**config.mk**
```make
export PLATFORM = sky130hd
export DESIGN_NAME = d8m_read_scheduler_flat
export DESIGN_NICKNAME = d
export VERILOG_FILES = /design/src/rtl/d8m_read_scheduler_pkg.sv /design/src/rtl/d8m_read_scheduler_if.sv /design/src/rtl/d8m_read_scheduler_raster_gen.sv /design/src/rtl/d8m_read_scheduler.sv /design/src/flat_wrapper.sv
export SDC_FILE = /design/constraint.sdc
export NUM_CORES = 1
export LEC_CHECK = 0
export ABC_AREA = 1
export ABC_CLOCK_PERIOD_IN_PS = 2500
export CAP_MARGIN = 30
export CORE_ASPECT_RATIO = 1.2
export CORE_MARGIN = 2
export CORE_UTILIZATION = 57
export CTS_BUF_LIST = sky130_fd_sc_hd__clkbuf_16
export CTS_CLUSTER_SIZE = 40
export DETAILED_ROUTE_END_ITERATION = 10
export GPL_TIMING_DRIVEN = 0
export PLACE_DENSITY_LB_ADDON = 0.3
export REMOVE_ABC_BUFFERS = 1
export SKIP_LAST_GASP = 1
export SYNTH_ARGS = -nofsm -noshare
export SYNTH_HDL_FRONTEND = slang
export SYNTH_SLANG_ARGS = --single-unit
```
**constraint.sdc**
```tcl
create_clock -name VGA_CLK -period 2.5 [get_ports VGA_CLK]
set_input_delay 0.5 -clock VGA_CLK [delete_from_list [all_inputs] [get_ports VGA_CLK]]
set_output_delay 0.5 -clock VGA_CLK [all_outputs]
set_load 0.005 [all_outputs]
```
**src/rtl/d8m_read_scheduler_pkg.sv**
```systemverilog
// Shared types and default VGA 640x480@60 timing for the D8M read scheduler.
package d8m_pkg;

  localparam int unsigned CNT_W   = 11;
  localparam int unsigned UFLOW_W = 8;

  localparam int unsigned D8M_H_ACT  = 640;
  localparam int unsigned D8M_H_FP   = 16;
  localparam int unsigned D8M_H_SYNC = 96;
  localparam int unsigned D8M_H_BP   = 48;
  localparam int unsigned D8M_V_ACT  = 480;
  localparam int unsigned D8M_V_FP   = 10;
  localparam int unsigned D8M_V_SYNC = 2;
  localparam int unsigned D8M_V_BP   = 33;

  typedef enum logic [1:0] {
    ST_IDLE       = 2'd0,
    ST_WAIT_FRAME = 2'd1,
    ST_RUN        = 2'd2,
    ST_RESYNC     = 2'd3
  } state_e;

endpackage

```
**src/rtl/d8m_read_scheduler_if.sv**
```systemverilog
// Camera-FIFO control and VGA raster bundle between the scheduler and its neighbours.
interface d8m_read_scheduler_if;
  import d8m_pkg::*;

  logic               iENABLE;
  logic               iFRAME_RDY;
  logic               iFIFO_EMPTY;
  logic               READ_Request;
  logic               VGA_HS;
  logic               VGA_VS;
  logic [CNT_W-1:0]   oX;
  logic [CNT_W-1:0]   oY;
  logic               oFRAME_START;
  logic               oUNDERFLOW;
  logic [UFLOW_W-1:0] oUFLOW_CNT;

  modport master (
    output iENABLE, iFRAME_RDY, iFIFO_EMPTY,
    input  READ_Request, VGA_HS, VGA_VS, oX, oY, oFRAME_START, oUNDERFLOW, oUFLOW_CNT
  );

  modport slave (
    input  iENABLE, iFRAME_RDY, iFIFO_EMPTY,
    output READ_Request, VGA_HS, VGA_VS, oX, oY, oFRAME_START, oUNDERFLOW, oUFLOW_CNT
  );

endinterface

```
**src/rtl/d8m_read_scheduler_raster_gen.sv**
```systemverilog
// Free-running h/v raster with registered sync decode and a FRAME_END strobe,
// all aligned to the cycle in which h_o/v_o hold the matching count.
module d8m_raster_gen
  import d8m_pkg::*;
#(
  parameter int unsigned H_ACT  = D8M_H_ACT,
  parameter int unsigned H_FP   = D8M_H_FP,
  parameter int unsigned H_SYNC = D8M_H_SYNC,
  parameter int unsigned H_BP   = D8M_H_BP,
  parameter int unsigned V_ACT  = D8M_V_ACT,
  parameter int unsigned V_FP   = D8M_V_FP,
  parameter int unsigned V_SYNC = D8M_V_SYNC,
  parameter int unsigned V_BP   = D8M_V_BP
) (
  input  logic             clk_i,
  input  logic             rst_ni,
  output logic [CNT_W-1:0] h_o,
  output logic [CNT_W-1:0] v_o,
  output logic             hs_o,
  output logic             vs_o,
  output logic             frame_end_o,
  output logic             act_next_c
);

  localparam int unsigned H_TOTAL = H_ACT + H_FP + H_SYNC + H_BP;
  localparam int unsigned V_TOTAL = V_ACT + V_FP + V_SYNC + V_BP;
  localparam int unsigned HS_BEG  = H_ACT + H_FP;
  localparam int unsigned HS_END  = HS_BEG + H_SYNC;
  localparam int unsigned VS_BEG  = V_ACT + V_FP;
  localparam int unsigned VS_END  = VS_BEG + V_SYNC;

  logic [CNT_W-1:0] h_q, h_d, v_q, v_d;
  logic             hs_q, vs_q, fe_q;

  always_comb begin
    h_d = h_q + CNT_W'(1);
    v_d = v_q;
    if (h_q == CNT_W'(H_TOTAL - 1)) begin
      h_d = '0;
      v_d = (v_q == CNT_W'(V_TOTAL - 1)) ? '0 : v_q + CNT_W'(1);
    end
  end

  // Decode from the next count so the registered strobes line up with h_q/v_q.
  always_ff @(posedge clk_i or negedge rst_ni) begin
    if (!rst_ni) begin
      h_q  <= '0;
      v_q  <= '0;
      hs_q <= 1'b1;
      vs_q <= 1'b1;
      fe_q <= 1'b0;
    end else begin
      h_q  <= h_d;
      v_q  <= v_d;
      hs_q <= !((h_d >= CNT_W'(HS_BEG)) && (h_d < CNT_W'(HS_END)));
      vs_q <= !((v_d >= CNT_W'(VS_BEG)) && (v_d < CNT_W'(VS_END)));
      fe_q <= (h_d == CNT_W'(H_TOTAL - 1)) && (v_d == CNT_W'(V_TOTAL - 1));
    end
  end

  assign act_next_c  = (h_d < CNT_W'(H_ACT)) && (v_d < CNT_W'(V_ACT));
  assign h_o         = h_q;
  assign v_o         = v_q;
  assign hs_o        = hs_q;
  assign vs_o        = vs_q;
  assign frame_end_o = fe_q;

endmodule

```
**src/rtl/d8m_read_scheduler.sv**
```systemverilog
// Frame-admission FSM, READ_Request gating and underflow tracking for the
// D8M camera-to-VGA path; raster timing comes from d8m_raster_gen.
module d8m_read_scheduler
  import d8m_pkg::*;
#(
  parameter int unsigned H_ACT  = D8M_H_ACT,
  parameter int unsigned H_FP   = D8M_H_FP,
  parameter int unsigned H_SYNC = D8M_H_SYNC,
  parameter int unsigned H_BP   = D8M_H_BP,
  parameter int unsigned V_ACT  = D8M_V_ACT,
  parameter int unsigned V_FP   = D8M_V_FP,
  parameter int unsigned V_SYNC = D8M_V_SYNC,
  parameter int unsigned V_BP   = D8M_V_BP
) (
  input  logic                 VGA_CLK,
  input  logic                 RESET_N,
  d8m_read_scheduler_if.slave  bus
);

  state_e             state_q, state_d;
  logic               frame_end, act_next_c, uflow_c, admit_c;
  logic               read_q, read_d;
  logic               fstart_q, fstart_d;
  logic               uflag_q, uflag_d;
  logic [UFLOW_W-1:0] cnt_q, cnt_d;
  logic [CNT_W-1:0]   h, v;
  logic               hs, vs;

  d8m_raster_gen #(
    .H_ACT (H_ACT),  .H_FP (H_FP),  .H_SYNC (H_SYNC), .H_BP (H_BP),
    .V_ACT (V_ACT),  .V_FP (V_FP),  .V_SYNC (V_SYNC), .V_BP (V_BP)
  ) u_raster (
    .clk_i       (VGA_CLK),
    .rst_ni      (RESET_N),
    .h_o         (h),
    .v_o         (v),
    .hs_o        (hs),
    .vs_o        (vs),
    .frame_end_o (frame_end),
    .act_next_c  (act_next_c)
  );

  assign uflow_c = read_q && bus.iFIFO_EMPTY;

  always_ff @(posedge VGA_CLK or negedge RESET_N) begin
    if (!RESET_N) begin
      state_q  <= ST_IDLE;
      read_q   <= 1'b0;
      fstart_q <= 1'b0;
      uflag_q  <= 1'b0;
      cnt_q    <= '0;
    end else begin
      state_q  <= state_d;
      read_q   <= read_d;
      fstart_q <= fstart_d;
      uflag_q  <= uflag_d;
      cnt_q    <= cnt_d;
    end
  end

  // Disable overrides every other transition.
  always_comb begin
    state_d = state_q;
    if (!bus.iENABLE) begin
      state_d = ST_IDLE;
    end else begin
      case (state_q)
        ST_IDLE:       state_d = ST_WAIT_FRAME;
        ST_WAIT_FRAME: if (frame_end && bus.iFRAME_RDY) state_d = ST_RUN;
        ST_RUN:        if (uflow_c) state_d = ST_RESYNC;
        ST_RESYNC:     if (frame_end) state_d = ST_WAIT_FRAME;
        default:       state_d = ST_IDLE;
      endcase
    end
  end

  // Underflow can only occur while already in RUN, so it never coincides with admission.
  always_comb begin
    admit_c  = (state_q == ST_WAIT_FRAME) && (state_d == ST_RUN);
    read_d   = (state_d == ST_RUN) && act_next_c;
    fstart_d = admit_c;
    uflag_d  = uflag_q;
    cnt_d    = cnt_q;
    if (admit_c) uflag_d = 1'b0;
    if (uflow_c) begin
      uflag_d = 1'b1;
      if (cnt_q != '1) cnt_d = cnt_q + UFLOW_W'(1);
    end
  end

  assign bus.READ_Request = read_q;
  assign bus.VGA_HS       = hs;
  assign bus.VGA_VS       = vs;
  assign bus.oX           = h;
  assign bus.oY           = v;
  assign bus.oFRAME_START = fstart_q;
  assign bus.oUNDERFLOW   = uflag_q;
  assign bus.oUFLOW_CNT   = cnt_q;

endmodule

```
**src/flat_wrapper.sv**
```systemverilog
// flat-port wrapper written by rule: the top's interface ports become plain ports
module d8m_read_scheduler_flat import d8m_pkg::*;
#(
  parameter int unsigned H_ACT  = D8M_H_ACT,
  parameter int unsigned H_FP   = D8M_H_FP,
  parameter int unsigned H_SYNC = D8M_H_SYNC,
  parameter int unsigned H_BP   = D8M_H_BP,
  parameter int unsigned V_ACT  = D8M_V_ACT,
  parameter int unsigned V_FP   = D8M_V_FP,
  parameter int unsigned V_SYNC = D8M_V_SYNC,
  parameter int unsigned V_BP   = D8M_V_BP
)
  (VGA_CLK, RESET_N, bus_iENABLE, bus_iFRAME_RDY, bus_iFIFO_EMPTY, bus_READ_Request, bus_VGA_HS, bus_VGA_VS, bus_oX, bus_oY, bus_oFRAME_START, bus_oUNDERFLOW, bus_oUFLOW_CNT);
  d8m_read_scheduler_if bus_i ();
  input  logic VGA_CLK;
  input  logic RESET_N;
  input wire logic [$bits(bus_i.iENABLE)-1:0] bus_iENABLE;
  input wire logic [$bits(bus_i.iFRAME_RDY)-1:0] bus_iFRAME_RDY;
  input wire logic [$bits(bus_i.iFIFO_EMPTY)-1:0] bus_iFIFO_EMPTY;
  output wire logic [$bits(bus_i.READ_Request)-1:0] bus_READ_Request;
  output wire logic [$bits(bus_i.VGA_HS)-1:0] bus_VGA_HS;
  output wire logic [$bits(bus_i.VGA_VS)-1:0] bus_VGA_VS;
  output wire logic [$bits(bus_i.oX)-1:0] bus_oX;
  output wire logic [$bits(bus_i.oY)-1:0] bus_oY;
  output wire logic [$bits(bus_i.oFRAME_START)-1:0] bus_oFRAME_START;
  output wire logic [$bits(bus_i.oUNDERFLOW)-1:0] bus_oUNDERFLOW;
  output wire logic [$bits(bus_i.oUFLOW_CNT)-1:0] bus_oUFLOW_CNT;
  assign bus_i.iENABLE = bus_iENABLE;
  assign bus_i.iFRAME_RDY = bus_iFRAME_RDY;
  assign bus_i.iFIFO_EMPTY = bus_iFIFO_EMPTY;
  assign bus_READ_Request = bus_i.READ_Request;
  assign bus_VGA_HS = bus_i.VGA_HS;
  assign bus_VGA_VS = bus_i.VGA_VS;
  assign bus_oX = bus_i.oX;
  assign bus_oY = bus_i.oY;
  assign bus_oFRAME_START = bus_i.oFRAME_START;
  assign bus_oUNDERFLOW = bus_i.oUNDERFLOW;
  assign bus_oUFLOW_CNT = bus_i.oUFLOW_CNT;
  d8m_read_scheduler #(.H_ACT(H_ACT), .H_FP(H_FP), .H_SYNC(H_SYNC), .H_BP(H_BP), .V_ACT(V_ACT), .V_FP(V_FP), .V_SYNC(V_SYNC), .V_BP(V_BP)) u_core (.VGA_CLK(VGA_CLK), .RESET_N(RESET_N), .bus(bus_i));
endmodule
```
## Yosys cells after proc, flatten, opt, wreduce, memory -nomap -nowiden

Index checks and enable logic that the tools add are counted.

- Output and inout bits: 35
- Logic and storage cells: 51
- Flip-flop bits (word level): 38

- Add/sub/neg operators: 3
- Multiplexer cells: 10
- Reductions and logical operators: 13
- Order comparisons: 6
- Equal/unequal tests: 9

Operator list:

| cell | count |
|---|---|
| $eq 11x10->1 const B | 4 |
| $mux 11 | 3 |
| $add 11x1->11 const B | 2 |
| $lt 11x10->1 const B | 2 |
| $lt 11x9->1 const B | 2 |
| $ge 11x10->1 const B | 1 |
| $ge 11x9->1 const B | 1 |
| $add 8x1->8 const B | 1 |
| $logic_and 1x1->1 | 8 |
| $mux 2 | 4 |
| $ne 8x8->1 const B | 1 |
| $pmux 2 s4 | 1 |
| $eq 2x2->1 const B | 3 |
| $eq 2x1->1 const B | 1 |
| $logic_not 1->1 | 2 |
| $logic_not 2->1 | 1 |
| $mux 1 | 2 |
| $reduce_and 2->1 | 1 |
| $reduce_bool 2->1 | 1 |

## Logic depth before layout (Yosys ltp)

- Depth in word-level cells: 8
- Depth in mapped cells: 14
- Mapped depth without buffers: 14

## Cells and area by module

Synthesis repeated with hierarchy kept, for this count alone.

- Cell total of the unflattened synthesis: 341
- Area total of the unflattened synthesis: 2,424.8 µm²

Modules (own cells, without submodules):

| module | times used | cells each | area an instance (µm²) |
|---|---|---|---|
| d8m_raster_gen | 1 | 262 | 1,774.2 |
| d8m_read_scheduler | 1 | 79 | 650.6 |

## Worst setup path after synthesis

OpenSTA, ideal clock, no wires.

- Path kind: register -> register
- Start: register u_core.u_raster.h_q[0], in the netlist u_core.u_raster.h_o[0]
- End: register u_core.read_q, in the netlist u_core.bus.READ_Request
- Arrival: 1,648 ps
- Stages on the path, launching flop included: 14
- Library setup time: 116 ps
- Data required time: 2,384 ps
- Slack: 736 ps
- Path buffers: 1
- Cells stage by stage: dfrtp_1 > ha_1 > nand2_2 > nor2_4 > inv_2 > nor2_4 > buf_6 > nand4_1 > nand2_1 > inv_1 > nand2_2 > nand3_1 > nor2_1 > nor2_1

- Longest elaborated chain between the ends: 5

RTL lines:

| item | line | source |
|---|---|---|
| start: declaration | d8m_read_scheduler_raster_gen.sv:32 | `logic [CNT_W-1:0] h_q, h_d, v_q, v_d;` |
| start signal: assignment | d8m_read_scheduler_raster_gen.sv:47 | `h_q <= '0;` |
| start signal: assignment | d8m_read_scheduler_raster_gen.sv:53 | `h_q <= h_d;` |
| $add 11x1->11 or $eq 11x10->1 (tied branches) | d8m_read_scheduler_raster_gen.sv:36, d8m_read_scheduler_raster_gen.sv:38 |  |
| $mux 11 | d8m_read_scheduler_raster_gen.sv:38 | `if (h_q == CNT_W'(H_TOTAL - 1)) begin` |
| $lt 11x10->1 or $lt 11x9->1 (tied branches) | d8m_read_scheduler_raster_gen.sv:61 | `assign act_next_c = (h_d < CNT_W'(H_ACT)) && (v_d < CNT_W'(V_ACT));` |
| $logic_and 1x1->1 (*) | d8m_read_scheduler_raster_gen.sv:61 |  |
| $logic_and 1x1->1 (*) | d8m_read_scheduler.sv:80 | `read_d = (state_d == ST_RUN) && act_next_c;` |
| named net u_core.read_d | d8m_read_scheduler.sv:22 | `logic read_q, read_d;` |
| end signal: assignment | d8m_read_scheduler.sv:54 | `read_q <= read_d;` |
| end: declaration | d8m_read_scheduler.sv:22 |  |

Mark *: on every way through the listed nets, which the timed path passes. The rest lies on a longest branch.
A chain may end at the register's enable or synchronous reset.

## Worst setup path in the final report

- Start: register u_core.u_raster.h_q[0], in the netlist u_core.u_raster.h_o[0]
- End: register u_core.u_raster.fe_q, in the netlist u_core.u_raster.frame_end_o

- Longest elaborated chain between the ends: 4

RTL lines:

| item | line | source |
|---|---|---|
| $eq 11x10->1 | d8m_read_scheduler_raster_gen.sv:38 |  |
| $mux 11 | d8m_read_scheduler_raster_gen.sv:38 |  |
| named net u_core.u_raster.v_d[5] | d8m_read_scheduler_raster_gen.sv:32 |  |
| $eq 11x10->1 | d8m_read_scheduler_raster_gen.sv:57 | `fe_q <= (h_d == CNT_W'(H_TOTAL - 1)) && (v_d == CNT_W'(V_TOTAL - 1));` |
| $logic_and 1x1->1 | d8m_read_scheduler_raster_gen.sv:57 |  |
| end signal: assignment | d8m_read_scheduler_raster_gen.sv:57 |  |
| end: declaration | d8m_read_scheduler_raster_gen.sv:33 | `logic hs_q, vs_q, fe_q;` |

The timed path passes the listed nets, and every way through them passes these cells.

==> results.py <==
metrics = {
    "routing": {
        "viasPerCell": 5.06,
        "drt_iter0_markers": 107,
        "wl_um": 5180,
        "ant_nets": 0,
        "via_count": 2095,
        "wl_per_cell_um": 12.5,
        "dr.pass1.iters": 4,
        "drc_errors": 0,
    },
    "floorplanning": {
        "die_area_mm2": 0.00451,
        "coreArea_mm2": 0.00388,
        "rows": 25,
        "die_x_um": 61.7,
        "fp.dieH_um": 73.2,
        "initial_core_util": 0.586,
        "io_pins": 40,
    },
    "cells_and_area": {
        "num_antenna_cells": 0,
        "fin_util": 0.740,
        "synthToLayoutAreaGrowth_pct": 26.2,
        "final_cells": 414,
        "drive_above_1_share": 0.0694,
        "nets": 370,
        "final_cell_area_mm2": 0.00287,
    },
    "synthesis": {
        "synth-xor-area-share": 0.0424,
        "yosys.area.top_type": "dfrtp_1",
        "yosysMostFrequentCell": "nand2_1",
        "syn-mean-instance-area_um2": 7.19,
        "synth_edf_count": 0,
        "synthTopCellsByArea": "dfrtp_1 40%, nand2_1 17%, inv_1 8.4%",
        "yosys-top-cells-count": "100 x nand2_1, 51 x inv_1, 40 x nor2_1",
        "synth_compound_area_frac": 0.0281,
        "netlist_instances": 316,
        "yosysTopAreaCellShare": 0.396,
        "synth-main-ff-cell": "dfrtp_1",
        "synth_top_family_by_area": "simple AND/OR/NAND/NOR gates",
        "ys_async_sr_fraction": 1.00,
        "netlist_area_mm2": 0.00227,
        "synth_fa_ha_area_frac": 0.0275,
        "ys_warn_count": 0,
        "synth_cell_types": 29,
        "yosysSeqAreaShare": 0.419,
        "ys_ff_latch": 38,
        "synth_simple_gate_area_frac": 0.384,
        "muxShareOfSynthArea": 0,
    },
    "pwr": {
        "p_per_area_mw_per_mm2": 468,
        "leakage_uw": 0.00153,
        "peakVddDrop_v": 0.000381,
    },
    "global_route": {
        "antenna_found_initial": 0,
        "grt_pass1_wl_um": 8340,
        "grt_pass1_vias": 1916,
        "grt_max_degree": 39,
        "grtUsageTotal": 0.247,
        "grt-ovfl-total": 0,
    },
    "worst_setup_path": {
        "r2r-start": "u_core.u_raster.h_o[0]$_DFF_PN0_",
        "worst_setup_path_end_kind": "flip-flop",
        "path_class": "reg -> reg",
        "cp-start-kind": "flip-flop",
        "r2r_slack_ns": 0.29,
        "r2r-end": "u_core.u_raster.frame_end_o$_DFF_PN0_",
        "critPathArrivalTime_ns": 2.41,
        "rr_worst_depth": 13,
        "crit_fanout": 12,
        "required_ns": 2.70,
    },
    "place": {
        "place.gp.congestion": 0.951,
        "place_inst": 407,
        "preCtsSetupSlack_ns": 0.379,
        "port_buffers": 39,
        "placed_area_mm2": 0.00271,
        "place_hpwl_um": 3840,
    },
    "timing": {
        "slew_violations": 0,
        "finalCritPeriodShare": 0.885,
        "worst-slew-pin-transition_ns": 0.840,
        "fmax_mhz": 452,
        "fin_skew_ns": 0.00237,
        "finalWorstSetupSlack_ns": 0.287,
        "slew_headroom": 0.440,
        "rsz0062_at_grt": "no",
        "hold_viol": 0,
        "setup_viol": 0,
        "setup_tns_ns": 0,
        "post-route-min-period_ns": 2.21,
    },
    "clock_tree": {
        "cts_hold_repair.buffers": 0,
        "cts_tree": "built",
        "cts_num_sinks": 38,
        "htree_levels": 2,
        "cts_root_buffer": "clkbuf_16",
        "post-cts-setup-buffer-count": 0,
        "ctsResizeCount": 0,
        "clk_pin_slew_ns": 0.06,
        "cts_buffers": 5,
        "clock_path_buffers": 2,
        "worstSkewPairLatency_ns": 0.28,
    },
    "status": {
        "status": "finished, final reports clean",
    },
    "worst_hold_path": {
        "hold_class": "in -> async",
    },
    "run": {
        "maxCapViolCount": 0,
    },
}
## per-layer routing
| layer | track usage | vias up | part of all wire |
|---|---|---|---|
| li1 | - | 1066 | - |
| met1 | 0.306 | 978 | 0.43 |
| met5 | 0 | - | 0 |
| met3 | 0.0426 | 6 | 0.032 |
| met2 | 0.432 | 45 | 0.53 |
| met4 | 0.0709 | 0 | 0.012 |
## how the worst max path moves through the flow
stage / from / endpoint
after floorplan: u_core.u_raster.h_o[0]$_DFF_PN0_ / u_core.u_raster.frame_end_o$_DFF_PN0_
after detailed placement: u_core.u_raster.h_o[0]$_DFF_PN0_ / u_core.u_raster.frame_end_o$_DFF_PN0_
after global placement: RESET_N / u_core.bus.oUFLOW_CNT[3]$_DFFE_PN0P_
after CTS: u_core.u_raster.h_o[0]$_DFF_PN0_ / u_core.u_raster.frame_end_o$_DFF_PN0_
after global routing: u_core.u_raster.h_o[0]$_DFF_PN0_ / u_core.u_raster.frame_end_o$_DFF_PN0_
final: u_core.u_raster.h_o[0]$_DFF_PN0_ / u_core.u_raster.frame_end_o$_DFF_PN0_
## cell usage in the layout (no fill, tap or decap), types with 4 or more instances in the layout
| master | count |
|---|---|
| xor2_1 | 8 |
| o21ai_0 | 4 |
| nand2_1 | 100 |
| clkbuf_16 | 5 |
| clkdlybuf4s50_1 | 38 |
| dfrtp_1 | 36 |
| nor2_1 | 40 |
| ha_1 | 5 |
| nand2_2 | 5 |
| nand3_1 | 27 |
| nand4_1 | 11 |
| inv_1 | 51 |
## area by class of cell
class | count | area (um2)
clock inverter | 2 | 33.8
multi-input combinational | 221 | 1100
tap | 54 | 67.6
fill | 330 | 1010
inverter | 55 | 208
timing repair buffer | 39 | 385
clock buffer | 5 | 125
sequential | 38 | 953
## per-stage QoR
stage,hold slack [ns],total power [uW]
finish,0.320,1340
CTS,0.356,1360
detailed placement,0.496,660
floorplan,0.204,636
global route,0.389,1380
global placement,0.491,660
## kinds of logic after synthesis
logic type | Yosys count
AO/OA/AOI/OAI | 10
XOR/XNOR | 11
adder cells (fa/ha/maj) | 5
buffers and inverters | 57
flip-flops | 38
AND/OR/NAND/NOR | 195
## critical path, stage by stage, from the launching register on
cell and delay (ns):
dfrtp_1 0.44, ha_1 0.28, nand2_2 0.12, nor2_4 0.16, inv_2 0.08, nor2_4 0.30, nand2_1 0.09, nand2_1 0.11
nand2_4 0.07, nor2_1 0.09, nand2_1 0.06, nor2_1 0.12, nand2_1 0.08, nor2_1 0.13
## registers in the layout (all words and copies together) (netlist names)
signal and count:
u_core.bus.oUNDERFLOW 1, u_core.bus.oFRAME_START 1, u_core.bus.oUFLOW_CNT 8, u_core.state_q 2
u_core.u_raster.vs_o 1, u_core.u_raster.frame_end_o 1, u_core.u_raster.h_o 11, u_core.bus.READ_Request 1
u_core.u_raster.v_o 11, u_core.u_raster.hs_o 1
## where the power goes
| part | switching [uW] | total, uW | leakage (uW) | internal [uW] |
|---|---|---|---|---|
| clock network | 234 | 695 | 0.0000773 | 461 |
| registers | 2.97 | 622 | 0.000501 | 619 |
| logic | 15.8 | 26.6 | 0.000955 | 10.8 |
| total | 253 | 1340 | 0.00153 | 1090 |
(Power assumes the default switching activity.)
